File: config.mk
export PLATFORM = sky130hd
export DESIGN_NAME = arm_alu_arbiter
export DESIGN_NICKNAME = d
export VERILOG_FILES = /design/src/rtl/arm_alu_arbiter_pkg.sv /design/src/rtl/arm_alu.sv /design/src/rtl/rr_arbiter.sv /design/src/rtl/arm_alu_arbiter.sv
export SDC_FILE = /design/constraint.sdc
export NUM_CORES = 1
export LEC_CHECK = 0
export BUFFER_PORTS_ARGS = -buffer_cell sky130_fd_sc_hd__buf_2
export CORE_ASPECT_RATIO = 1.25
export CORE_MARGIN = 4
export CORE_UTILIZATION = 45
export CTS_CLUSTER_DIAMETER = 100
export CTS_CLUSTER_SIZE = 14
export DETAILED_ROUTE_END_ITERATION = 8
export GPL_ROUTABILITY_DRIVEN = 0
export HOLD_SLACK_MARGIN = 0.05
export PLACE_DENSITY = 0.73
export SYNTH_ARGS = -nofsm -noshare
export SYNTH_HDL_FRONTEND = slang
export SYNTH_SLANG_ARGS = --single-unit
File: constraint.sdc
create_clock -name clk -period 8.01 [get_ports clk]
set_input_delay 1.2015 -clock clk [delete_from_list [all_inputs] [get_ports clk]]
set_output_delay 1.2015 -clock clk [all_outputs]
set_load 0.005 [all_outputs]
File: src/rtl/arm_alu_arbiter_pkg.sv
// Shared types and constants for the arbitrated ALU block.
//   state_e   : arbiter FSM states
//   alu_op_e  : ARM data-processing opcodes (AND=0000 .. MVN=1111)
//   Flg*      : bit positions inside a {N,Z,C,V} nibble
//   is_arith  : opcodes whose C/V come from the adder rather than being passed through
package arm_alu_arbiter_pkg;

  typedef enum logic [1:0] {
    StIdle = 2'd0,
    StExec = 2'd1,
    StResp = 2'd2
  } state_e;

  typedef enum logic [3:0] {
    OpAnd = 4'h0, OpEor = 4'h1, OpSub = 4'h2, OpRsb = 4'h3,
    OpAdd = 4'h4, OpAdc = 4'h5, OpSbc = 4'h6, OpRsc = 4'h7,
    OpTst = 4'h8, OpTeq = 4'h9, OpCmp = 4'hA, OpCmn = 4'hB,
    OpOrr = 4'hC, OpMov = 4'hD, OpBic = 4'hE, OpMvn = 4'hF
  } alu_op_e;

  localparam int unsigned FlgN = 3;
  localparam int unsigned FlgZ = 2;
  localparam int unsigned FlgC = 1;
  localparam int unsigned FlgV = 0;

  function automatic logic is_arith(alu_op_e op);
    return (op inside {OpSub, OpRsb, OpAdd, OpAdc, OpSbc, OpRsc, OpCmp, OpCmn});
  endfunction

endpackage

File: src/rtl/arm_alu.sv
// Combinational ARM data-processing ALU (no shifter).
//   a_i, b_i  : operands
//   op_i      : 4-bit ARM opcode
//   cin_i     : saved carry, used by ADC/SBC/RSC and passed through as C by logical ops
//   result_o  : result (also produced for TST/TEQ/CMP/CMN)
//   flags_o   : {N,Z,C,V}; logical ops report C=cin_i and V=0
module arm_alu #(
  parameter int unsigned Width = 32
) (
  input  logic [Width-1:0] a_i,
  input  logic [Width-1:0] b_i,
  input  logic [3:0]       op_i,
  input  logic             cin_i,
  output logic [Width-1:0] result_o,
  output logic [3:0]       flags_o
);
  import arm_alu_arbiter_pkg::*;

  alu_op_e          op;
  logic [Width-1:0] x, y;
  logic             c_in_add;
  logic [Width:0]   sum;
  logic             arith;

  assign op = alu_op_e'(op_i);

  // All arithmetic ops are x + y + c; subtraction inverts the subtrahend.
  always_comb begin
    x        = a_i;
    y        = b_i;
    c_in_add = 1'b0;
    case (op)
      OpSub, OpCmp: begin y = ~b_i; c_in_add = 1'b1; end
      OpRsb:        begin x = b_i; y = ~a_i; c_in_add = 1'b1; end
      OpAdc:        c_in_add = cin_i;
      OpSbc:        begin y = ~b_i; c_in_add = cin_i; end
      OpRsc:        begin x = b_i; y = ~a_i; c_in_add = cin_i; end
      default:      ;
    endcase
  end

  assign sum   = {1'b0, x} + {1'b0, y} + {{Width{1'b0}}, c_in_add};
  assign arith = is_arith(op);

  always_comb begin
    result_o = sum[Width-1:0];
    case (op)
      OpAnd, OpTst: result_o = a_i & b_i;
      OpEor, OpTeq: result_o = a_i ^ b_i;
      OpOrr:        result_o = a_i | b_i;
      OpMov:        result_o = b_i;
      OpBic:        result_o = a_i & ~b_i;
      OpMvn:        result_o = ~b_i;
      default:      ;
    endcase
  end

  always_comb begin
    flags_o       = '0;
    flags_o[FlgN] = result_o[Width-1];
    flags_o[FlgZ] = (result_o == '0);
    flags_o[FlgC] = arith ? sum[Width] : cin_i;
    flags_o[FlgV] = arith & (x[Width-1] == y[Width-1]) & (sum[Width-1] != x[Width-1]);
  end

endmodule

File: src/rtl/rr_arbiter.sv
// Round-robin arbiter: picks the first asserted request at or after ptr_i, wrapping.
//   req_i      : request vector
//   ptr_i      : index with highest priority this cycle
//   gnt_o      : one-hot grant (all zero when no request)
//   gnt_idx_o  : binary index of the grant
//   gnt_any_o  : some request is granted
module rr_arbiter #(
  parameter int unsigned NumReq = 2,
  parameter int unsigned IdxW   = 1
) (
  input  logic [NumReq-1:0] req_i,
  input  logic [IdxW-1:0]   ptr_i,
  output logic [NumReq-1:0] gnt_o,
  output logic [IdxW-1:0]   gnt_idx_o,
  output logic              gnt_any_o
);
  int unsigned cand;
  logic [IdxW-1:0] cand_idx;

  always_comb begin
    gnt_o     = '0;
    gnt_idx_o = '0;
    gnt_any_o = 1'b0;
    cand      = 0;
    cand_idx  = '0;
    for (int unsigned i = 0; i < NumReq; i++) begin
      cand     = (32'(ptr_i) + i) % NumReq;
      cand_idx = IdxW'(cand);
      if (!gnt_any_o && req_i[cand_idx]) begin
        gnt_any_o       = 1'b1;
        gnt_o[cand_idx] = 1'b1;
        gnt_idx_o       = cand_idx;
      end
    end
  end

endmodule

File: src/rtl/arm_alu_arbiter.sv
// Shares one arm_alu between NUM_REQ requesters with round-robin arbitration.
// One op per grant: IDLE (accept) -> EXEC (compute, capture) -> RESP (hold until taken).
//   req_valid/req_ready : per-requester op handshake; req_ready is one-hot, IDLE only
//   req_a/req_b/req_op  : packed per-requester operands and opcode (slice i = requester i)
//   req_setf            : requester i's saved flags are updated when its op completes
//   rsp_valid/rsp_ready : per-requester response handshake, one-hot rsp_valid
//   rsp_data/rsp_flags  : registered result and {N,Z,C,V} of the completed op
//   flags_q             : saved {N,Z,C,V} per requester; C feeds ADC/SBC/RSC
//   busy                : FSM not idle
module arm_alu_arbiter
  import arm_alu_arbiter_pkg::*;
#(
  parameter int unsigned DATAWIDTH = 32,
  parameter int unsigned NUM_REQ   = 2,
  parameter int unsigned IDX_W     = 1
) (
  input  logic                         clk,
  input  logic                         rst_n,
  input  logic [NUM_REQ-1:0]           req_valid,
  output logic [NUM_REQ-1:0]           req_ready,
  input  logic [NUM_REQ*DATAWIDTH-1:0] req_a,
  input  logic [NUM_REQ*DATAWIDTH-1:0] req_b,
  input  logic [NUM_REQ*4-1:0]         req_op,
  input  logic [NUM_REQ-1:0]           req_setf,
  output logic [NUM_REQ-1:0]           rsp_valid,
  input  logic [NUM_REQ-1:0]           rsp_ready,
  output logic [DATAWIDTH-1:0]         rsp_data,
  output logic [3:0]                   rsp_flags,
  output logic [NUM_REQ*4-1:0]         flags_q,
  output logic                         busy
);

  state_e state_q, state_d;

  logic [IDX_W-1:0]     rr_ptr_q;
  logic [IDX_W-1:0]     gidx_q;
  logic [DATAWIDTH-1:0] a_q, b_q;
  logic [3:0]           op_q;
  logic                 setf_q;
  logic                 cin_q;

  logic [NUM_REQ-1:0]   gnt_oh;
  logic [IDX_W-1:0]     gnt_idx;
  logic                 gnt_any;
  logic                 accept;
  int unsigned          gsel, qsel;

  logic [DATAWIDTH-1:0] alu_res;
  logic [3:0]           alu_flags;

  rr_arbiter #(
    .NumReq (NUM_REQ),
    .IdxW   (IDX_W)
  ) u_rr_arbiter (
    .req_i     (req_valid),
    .ptr_i     (rr_ptr_q),
    .gnt_o     (gnt_oh),
    .gnt_idx_o (gnt_idx),
    .gnt_any_o (gnt_any)
  );

  // The ALU only ever sees latched operands, so requester inputs may change after accept.
  arm_alu #(
    .Width (DATAWIDTH)
  ) u_arm_alu (
    .a_i      (a_q),
    .b_i      (b_q),
    .op_i     (op_q),
    .cin_i    (cin_q),
    .result_o (alu_res),
    .flags_o  (alu_flags)
  );

  assign accept = (state_q == StIdle) && gnt_any;
  assign gsel   = 32'(gnt_idx);
  assign qsel   = 32'(gidx_q);

  // FSM state register
  always_ff @(posedge clk or negedge rst_n) begin
    if (!rst_n) begin
      state_q <= StIdle;
    end else begin
      state_q <= state_d;
    end
  end

  // FSM next state
  always_comb begin
    state_d = state_q;
    case (state_q)
      StIdle:  if (gnt_any) state_d = StExec;
      StExec:  state_d = StResp;
      StResp:  if (rsp_ready[gidx_q]) state_d = StIdle;
      default: state_d = StIdle;
    endcase
  end

  // FSM outputs
  always_comb begin
    req_ready = '0;
    rsp_valid = '0;
    busy      = (state_q != StIdle);
    if (state_q == StIdle) req_ready = gnt_oh;
    if (state_q == StResp) rsp_valid[gidx_q] = 1'b1;
  end

  // Datapath: op capture on accept, result capture in EXEC.
  always_ff @(posedge clk or negedge rst_n) begin
    if (!rst_n) begin
      rr_ptr_q  <= '0;
      gidx_q    <= '0;
      a_q       <= '0;
      b_q       <= '0;
      op_q      <= '0;
      setf_q    <= 1'b0;
      cin_q     <= 1'b0;
      rsp_data  <= '0;
      rsp_flags <= '0;
      flags_q   <= '0;
    end else begin
      if (accept) begin
        gidx_q   <= gnt_idx;
        a_q      <= req_a[gsel*DATAWIDTH +: DATAWIDTH];
        b_q      <= req_b[gsel*DATAWIDTH +: DATAWIDTH];
        op_q     <= req_op[gsel*4 +: 4];
        setf_q   <= req_setf[gnt_idx];
        cin_q    <= flags_q[gsel*4 + FlgC];
        rr_ptr_q <= (gnt_idx == IDX_W'(NUM_REQ - 1)) ? '0 : gnt_idx + 1'b1;
      end
      if (state_q == StExec) begin
        rsp_data  <= alu_res;
        rsp_flags <= alu_flags;
        if (setf_q) flags_q[qsel*4 +: 4] <= alu_flags;
      end
    end
  end

endmodule
=== Word level (Yosys, flattened, before mapping) ===
Cells that the tools add are included.

* Flip-flop bits (word level): 118
* Output and inout bits: 49
* Word-level logic and storage cells: 113

* $add $sub $neg: 6
* Magnitude comparators: 8
* Eq/ne operators: 21
* Shift operators: 5
* Multiplexer cells: 34
* Bitwise operators: 9
* Reduce and logical (&&, ||, !) cells: 19

{| class="wikitable"
|+ Operators with widths
! cell !! count
|-
| one-hot mux 32 bit (6 select lines) || 1
|-
| variable part select 64 x 7 -> 32 bit || 2
|-
| AND 32 bit || 2
|-
| inverter 32 bit || 2
|-
| one-hot mux 32 bit (2 select lines) || 1
|-
| negator 3 -> 34 bit || 1
|-
| variable shift 4 x 34 -> 8 bit (first input constant) || 1
|-
| variable part select 4 x 34 -> 8 bit || 1
|-
| adder 32 x 32 -> 33 bit || 1
|-
| adder 33 x 1 -> 33 bit || 1
|-
| == test 4 bit (second input constant) || 8
|-
| zero test 32 bit || 1
|-
| two-way mux 32 bit || 1
|-
| bitwise OR 32 bit || 1
|-
| XOR 32 bit || 1
|-
| two-way mux 1 bit || 18
|-
| == test 4 x 3 -> 1 bit (second input constant) || 4
|-
| two-way mux 2 bit || 6
|-
| OR reduction 3 bit || 3
|-
| bitwise mux 8 bit || 1
|-
| == test 4 x 2 -> 1 bit (second input constant) || 2
|-
| < comparator 1 x 2 -> 1 bit (second input constant) || 4
|-
| nonzero test 8 bit || 1
|-
| variable part select 8 x 4 -> 4 bit || 1
|-
| 23 further kinds || 37
|}

=== Logic depth before layout (Yosys ltp) ===
* Word-level depth: 9
* Gate-level depth with buffers: 22
* Depth with buffers taken out: 18

=== By module ===
From an unflattened synthesis, not the netlist that was laid out.

* Cells, all modules: 1253
* Area, all modules: 11359.6 um^2

{| class="wikitable"
|+ Modules (own cells, without submodules)
! module !! times used !! cells each !! area an instance (um^2) !! sequential area each (um^2)
|-
| arm_alu_arbiter || 1 || 340 || 5915.7 || 2952.8
|-
| arm_alu || 1 || 908 || 5411.4 || 0.0
|-
| rr_arbiter || 1 || 5 || 32.5 || 0.0
|}

=== Least setup slack after synthesis ===
No wires, ideal clock.

* Kind: flip-flop to flip-flop
* Start point: register op_q[0]
* End point: register rsp_flags[2]
* Library setup time: 0.077 ns
* Arrival: 5.340 ns
* Data required time: 7.933 ns
* Setup slack: 2.594 ns
* Cell stages (with the launch flop): 23
* Buffers on the path: 5
* Period minus slack after synthesis: 5.416 ns
* Cell sequence: dfrtp_1 clkbuf_1 clkbuf_1 clkbuf_1 buf_1 nand3b_1 o21ai_1 clkbuf_1 nor2_1 a211oi_1 fa_1 inv_1 fa_1 a21o_1 a221o_1 o221a_4 and4_1 nor4_2 nand4_1 or4b_1 nor4_1 nand3_1 o21ai_1

* Longest elaborated chain between the ends: 7

{| class="wikitable"
|+ Ends and longest elaborated chain
! item !! line !! text
|-
| start: declaration || arm_alu_arbiter.sv:38 || <nowiki>logic [3:0] op_q;</nowiki>
|-
| start signal: assignment || arm_alu_arbiter.sv:125 || <nowiki>op_q <= req_op[gsel*4 +: 4];</nowiki>
|-
| == test 4 bit (tied with other cells) || arm_alu.sv:32 || <nowiki>case (op)</nowiki>
|-
| OR reduction 3 bit (no line) / OR reduction 2 bit (equally long branches) || n/a ||
|-
| one-hot mux 32 bit (2 select lines) / two-way mux 32 bit (equally long branches) || arm_alu.sv:32 ||
|-
| adder 32 x 32 -> 33 bit || arm_alu.sv:42 || <nowiki>assign sum = {1'b0, x} + {1'b0, y} + {{Width{1'b0}}, c_in_add};</nowiki>
|-
| adder 33 x 1 -> 33 bit || arm_alu.sv:42 ||
|-
| one-hot mux 32 bit (6 select lines) * || arm_alu.sv:47 || <nowiki>case (op)</nowiki>
|-
| zero test 32 bit * || arm_alu.sv:61 || <nowiki>flags_o[FlgZ] = (result_o == '0);</nowiki>
|-
| end signal: assignment || arm_alu_arbiter.sv:132 || <nowiki>rsp_flags <= alu_flags;</nowiki>
|-
| end: declaration || arm_alu_arbiter.sv:28 || <nowiki>output logic [3:0] rsp_flags,</nowiki>
|}

Mark *: on every way between the ends. The rest lies on a longest branch, timed or not.
A chain may end at the register's enable or synchronous reset.

=== Final worst setup path ===
* Start point: register op_q[0]
* End point: register flags_q[2]

* Longest elaborated chain between the ends: 9

{| class="wikitable"
|+ Ends and longest elaborated chain
! item !! line !! text
|-
| == test 4 bit (tied with other cells) || arm_alu_arbiter_pkg.sv:27, arm_alu.sv:32 ||
|-
| OR reduction 3 bit (no line) / OR reduction 2 bit (equally long branches) || n/a ||
|-
| one-hot mux 32 bit (2 select lines) / two-way mux 32 bit (equally long branches) || arm_alu.sv:32 ||
|-
| adder 32 x 32 -> 33 bit || arm_alu.sv:42 ||
|-
| adder 33 x 1 -> 33 bit || arm_alu.sv:42 ||
|-
| one-hot mux 32 bit (6 select lines) / != test 1 bit (equally long branches) || arm_alu.sv:47, arm_alu.sv:63 ||
|-
| zero test 32 bit / AND 1 bit (equally long branches) || arm_alu.sv:61, arm_alu.sv:63 ||
|-
| variable part select 4 x 34 -> 8 bit * || arm_alu_arbiter.sv:133 || <nowiki>if (setf_q) flags_q[qsel*4 +: 4] <= alu_flags;</nowiki>
|-
| bitwise mux 8 bit * || arm_alu_arbiter.sv:133 ||
|-
| end signal: indexed assignment || arm_alu_arbiter.sv:133 ||
|-
| end: declaration || arm_alu_arbiter.sv:29 || <nowiki>output logic [NUM_REQ*4-1:0] flags_q,</nowiki>
|}

Marked as above.

==> metrics.md <==
| Metric | Value |
|---|---|
| Result of the run | finished, final reports clean |
| Die Ht | approximately 170 µm |
| IO Port Bufs | between 150 and 200 |
| Effective utilization at floorplan | between 40% and 50% |
| Antenna violations before repair | 1 |
| Sum of net half-perimeters after detailed placement | 23500 µm |
| PostCTS Resize Cnt | 0 |
| Post-Synthesis Net Count | between 1500 and 2000 |
| Cell Area, Synth | 9970 µm² |
| Unrepaired setup endpoints after global routing | false |
| Width of the chip | 141 µm |
| First-pass GRT wire length | roughly 50000 µm |
| Total GRT Usage | 25.3% |
| Overflow after GRT | 0 |
| Antenna Nets Post-Route | 0 |
| Data arrival time of the critical path | approximately 6 ns |
| Root Buffer | sky130_fd_sc_hd__clkbuf_16 |
| Max_slew headroom | between 30% and 40% |
| I/O Pins | 193 |
| CTS tree | yes |
| Clock skew after layout | 0.0139 ns |
| Synth warn | 0 |
| WL/cell | 18.6 µm |
| Number of design-rule violations left by the first detailed-router iteration | 1396 |
| Latest clock arrival within the worst-skew pair | between 0.4 and 0.5 ns |
| Worst hold slack | 0.471 ns |
| Sequential share of the synthesized area | 29.4% |
| Setup bufs post-CTS | 0 |
| Yosys reg bits | 117 |
| Wire length reported by the detailed router | 32200 µm |
| Pin count of the biggest net entering global routing | 97 |
| CTS HTree Levels | 4 |
| Worst EP required | 8.37 ns |
| Total clock buffers created by CTS | 17 |
| Transition time at the pin with the least slew margin | 1.02 ns |
| Total Nets Final | approximately 1700 |
| Total Negative Setup Slacks | 0 ns |
| Std-Cell Core Area | 21700 µm² |
| Number of hold violations in the final report | 0 |
| Most common cell after layout, fill and taps aside | sky130_fd_sc_hd__buf_2 |
| Floorplan row count | 60 |
| Share of layout cells above drive strength 1 | 18.1% |
| Unique cell type count in the Yosys netlist | 76 |
| Pre-CTS WS | 2.58 ns |
| Max Buffers Root-to-Sink | 2 |
| Fillers | 2079 |
| Syn avg cell area | 7.57 µm² |
| Setup-violating endpoint count in the final report | 0 |
| Number of violations of the max-capacitance limit | 0 |
| Upper clock frequency limit | 0.182 GHz |
| Period utilization | 68.4% |
| Top flip-flop cell by instance count after synthesis | sky130_fd_sc_hd__dfrtp_1 |
| Crit Path Max Fanout | 96 |
| Number of buffers added to fix hold violations after cts | 0 |
| Type of destination of the critical path | flop |
| Max Slew Vio Count | 0 |
| Post-Synthesis Cells | 1318 |
| Fraction of registers with async set or reset after synthesis | 100% |
| Synth-to-layout area growth | 16.5% |
| Final critical path time including I/O delays and setup | 5.48 ns |
| # DRC | 0 |
| Sinks on Clock Net | 117 |
| Detailed Routing Iterations Pass 1 | 9 |
| EDFF count, synth | 0 |
| Post-CTS clock slew at the launch and capture registers of the worst setup and hold paths | 0.06 ns |
| Die Area | 24600 µm² |
| Critical path launch point type | flop |
| Via count of the routed design | 10700 |
| Most frequent cells in the layout | sky130_fd_sc_hd__buf_2 (191), sky130_fd_sc_hd__nand2_1 (170), sky130_fd_sc_hd__o21ai_0 (151) |
| PnR worst setup slack | 2.53 ns |
| Critical path start-end classification | reg -> reg |
| Number of global-route vias before repair | 9458 |
| Type of the tightest min-delay check | reg -> reg |
| Vias per std cell | 6.18 |
final cells by class:
type                            count  area [µm²]  area share (%)
Sequential cell                   117        2930            25.2
Multi-Input combinational cell    950        6140            52.8
Inverter                          149         559            4.81
Timing Repair Buffer              206        1070            9.19
Antenna cell                        1        2.50          0.0215
Clock inverter                     13         123            1.06
Clock buffer                       19         453            3.90
Tap cell                          279         349            3.00
layer usage:
layer | up-vias | share of wire (%) | global-route usage, % | wire length [µm]
met1 | 4970 | 43 | 37.4 | 13800
li1 | 5089 | - | - | -
met4 | 0 | 2.2 | 7.92 | 693
met3 | 70 | 11 | 5.39 | 3560
met2 | 593 | 44 | 36.9 | 14100
met5 | - | 0 | 0 | 0
state kept, by name, indices dropped and copies added, names as in the netlist:
| signal | count |
|---|---|
| op_q | 4 |
| gidx_q | 1 |
| rr_ptr_q | 1 |
| setf_q | 1 |
| a_q | 32 |
| flags_q | 8 |
| rsp_flags | 3 |
| cin_q | 1 |
| b_q | 32 |
| state_q | 2 |
| rsp_data | 32 |
cell usage after synthesis, drive strengths merged (7+ instances only):
library cell	number	area share [%]
or3	7	0.44
a31oi	15	0.94
mux2i	14	1.4
nand3	25	1.3
dfrtp	117	29
ha	63	7.9
a221oi	10	0.88
a21oi	73	3.7
and2	8	0.50
a21o	13	0.98
o211ai	9	0.68
nor2b	13	0.82
inv	149	5.6
buf	17	0.74
nor2	77	2.9
nand2b	11	0.69
xnor2	10	0.88
a211oi	13	0.98
nand4	22	1.4
o31ai	14	1.1
o22ai	10	0.63
nor3	19	0.95
clkbuf	85	3.2
a222oi	70	7.0
o21ai	170	8.5
a22oi	15	1.1
nand2	170	6.4
path summary, 6_finish.rpt:
kind                              startpoint      endpoint  slack [ns]  cells after the start
min in group asynchronous              rst_n        a_q[9]        0.79                      1
worst max register to register       op_q[0]    flags_q[2]        2.53                     17
worst min-delay path            rsp_data[25]  rsp_data[25]        0.47                      2
max in group asynchronous              rst_n       op_q[0]        5.90                      2
worst min register to register  rsp_data[25]  rsp_data[25]        0.47                      2
worst max-delay path                 op_q[0]    flags_q[2]        2.53                     17
stage by stage:
step                      cell area (µm²)  cells  utilization, %
after floorplan                      9970   1318               -
after global placement              11000   1701            50.9
after detailed placement            11000   1701            50.9
after CTS                           11600   1733            53.6
after global routing                11600   1733            53.6
final                               11600   1734            53.6
cell families (layout without fill, tap and decap cells):
logic type | after synthesis | in the layout | share of synthesized area (%)
AOI/OAI and AO/OA | 471 | 471 | 32.0
xor gates and xnor gates | 14 | 14 | 1.23
adders and majority gates | 65 | 65 | 8.31
buffers and inverters | 251 | 387 | 9.55
DFF | 117 | 117 | 29.4
muxes | 19 | 19 | 1.97
other | 0 | 1 | 0
and+or+nand+nor | 381 | 381 | 17.6
critical path, cell delays in order (launching register included):
cell and delay [ns]:
sky130_fd_sc_hd__dfrtp_2 0.61, sky130_fd_sc_hd__nand3b_1 0.23, sky130_fd_sc_hd__buf_4 0.67, sky130_fd_sc_hd__nor2_1 0.08, sky130_fd_sc_hd__a211oi_1 0.33, sky130_fd_sc_hd__fa_1 0.27, sky130_fd_sc_hd__inv_1 0.06, sky130_fd_sc_hd__fa_1 0.41
sky130_fd_sc_hd__a21o_1 0.22, sky130_fd_sc_hd__a221o_1 0.40, sky130_fd_sc_hd__a21oi_2 0.17, sky130_fd_sc_hd__mux2i_1 0.09, sky130_fd_sc_hd__a2111oi_2 0.46, sky130_fd_sc_hd__nand4_1 0.16, sky130_fd_sc_hd__or4b_1 0.50, sky130_fd_sc_hd__nor4_1 0.35
sky130_fd_sc_hd__nand3_1 0.21, sky130_fd_sc_hd__o21ai_1 0.18
Power is left out: the tool's default activity adds up to more than one toggle a clock period on the data nets, which glitch-free logic cannot reach.
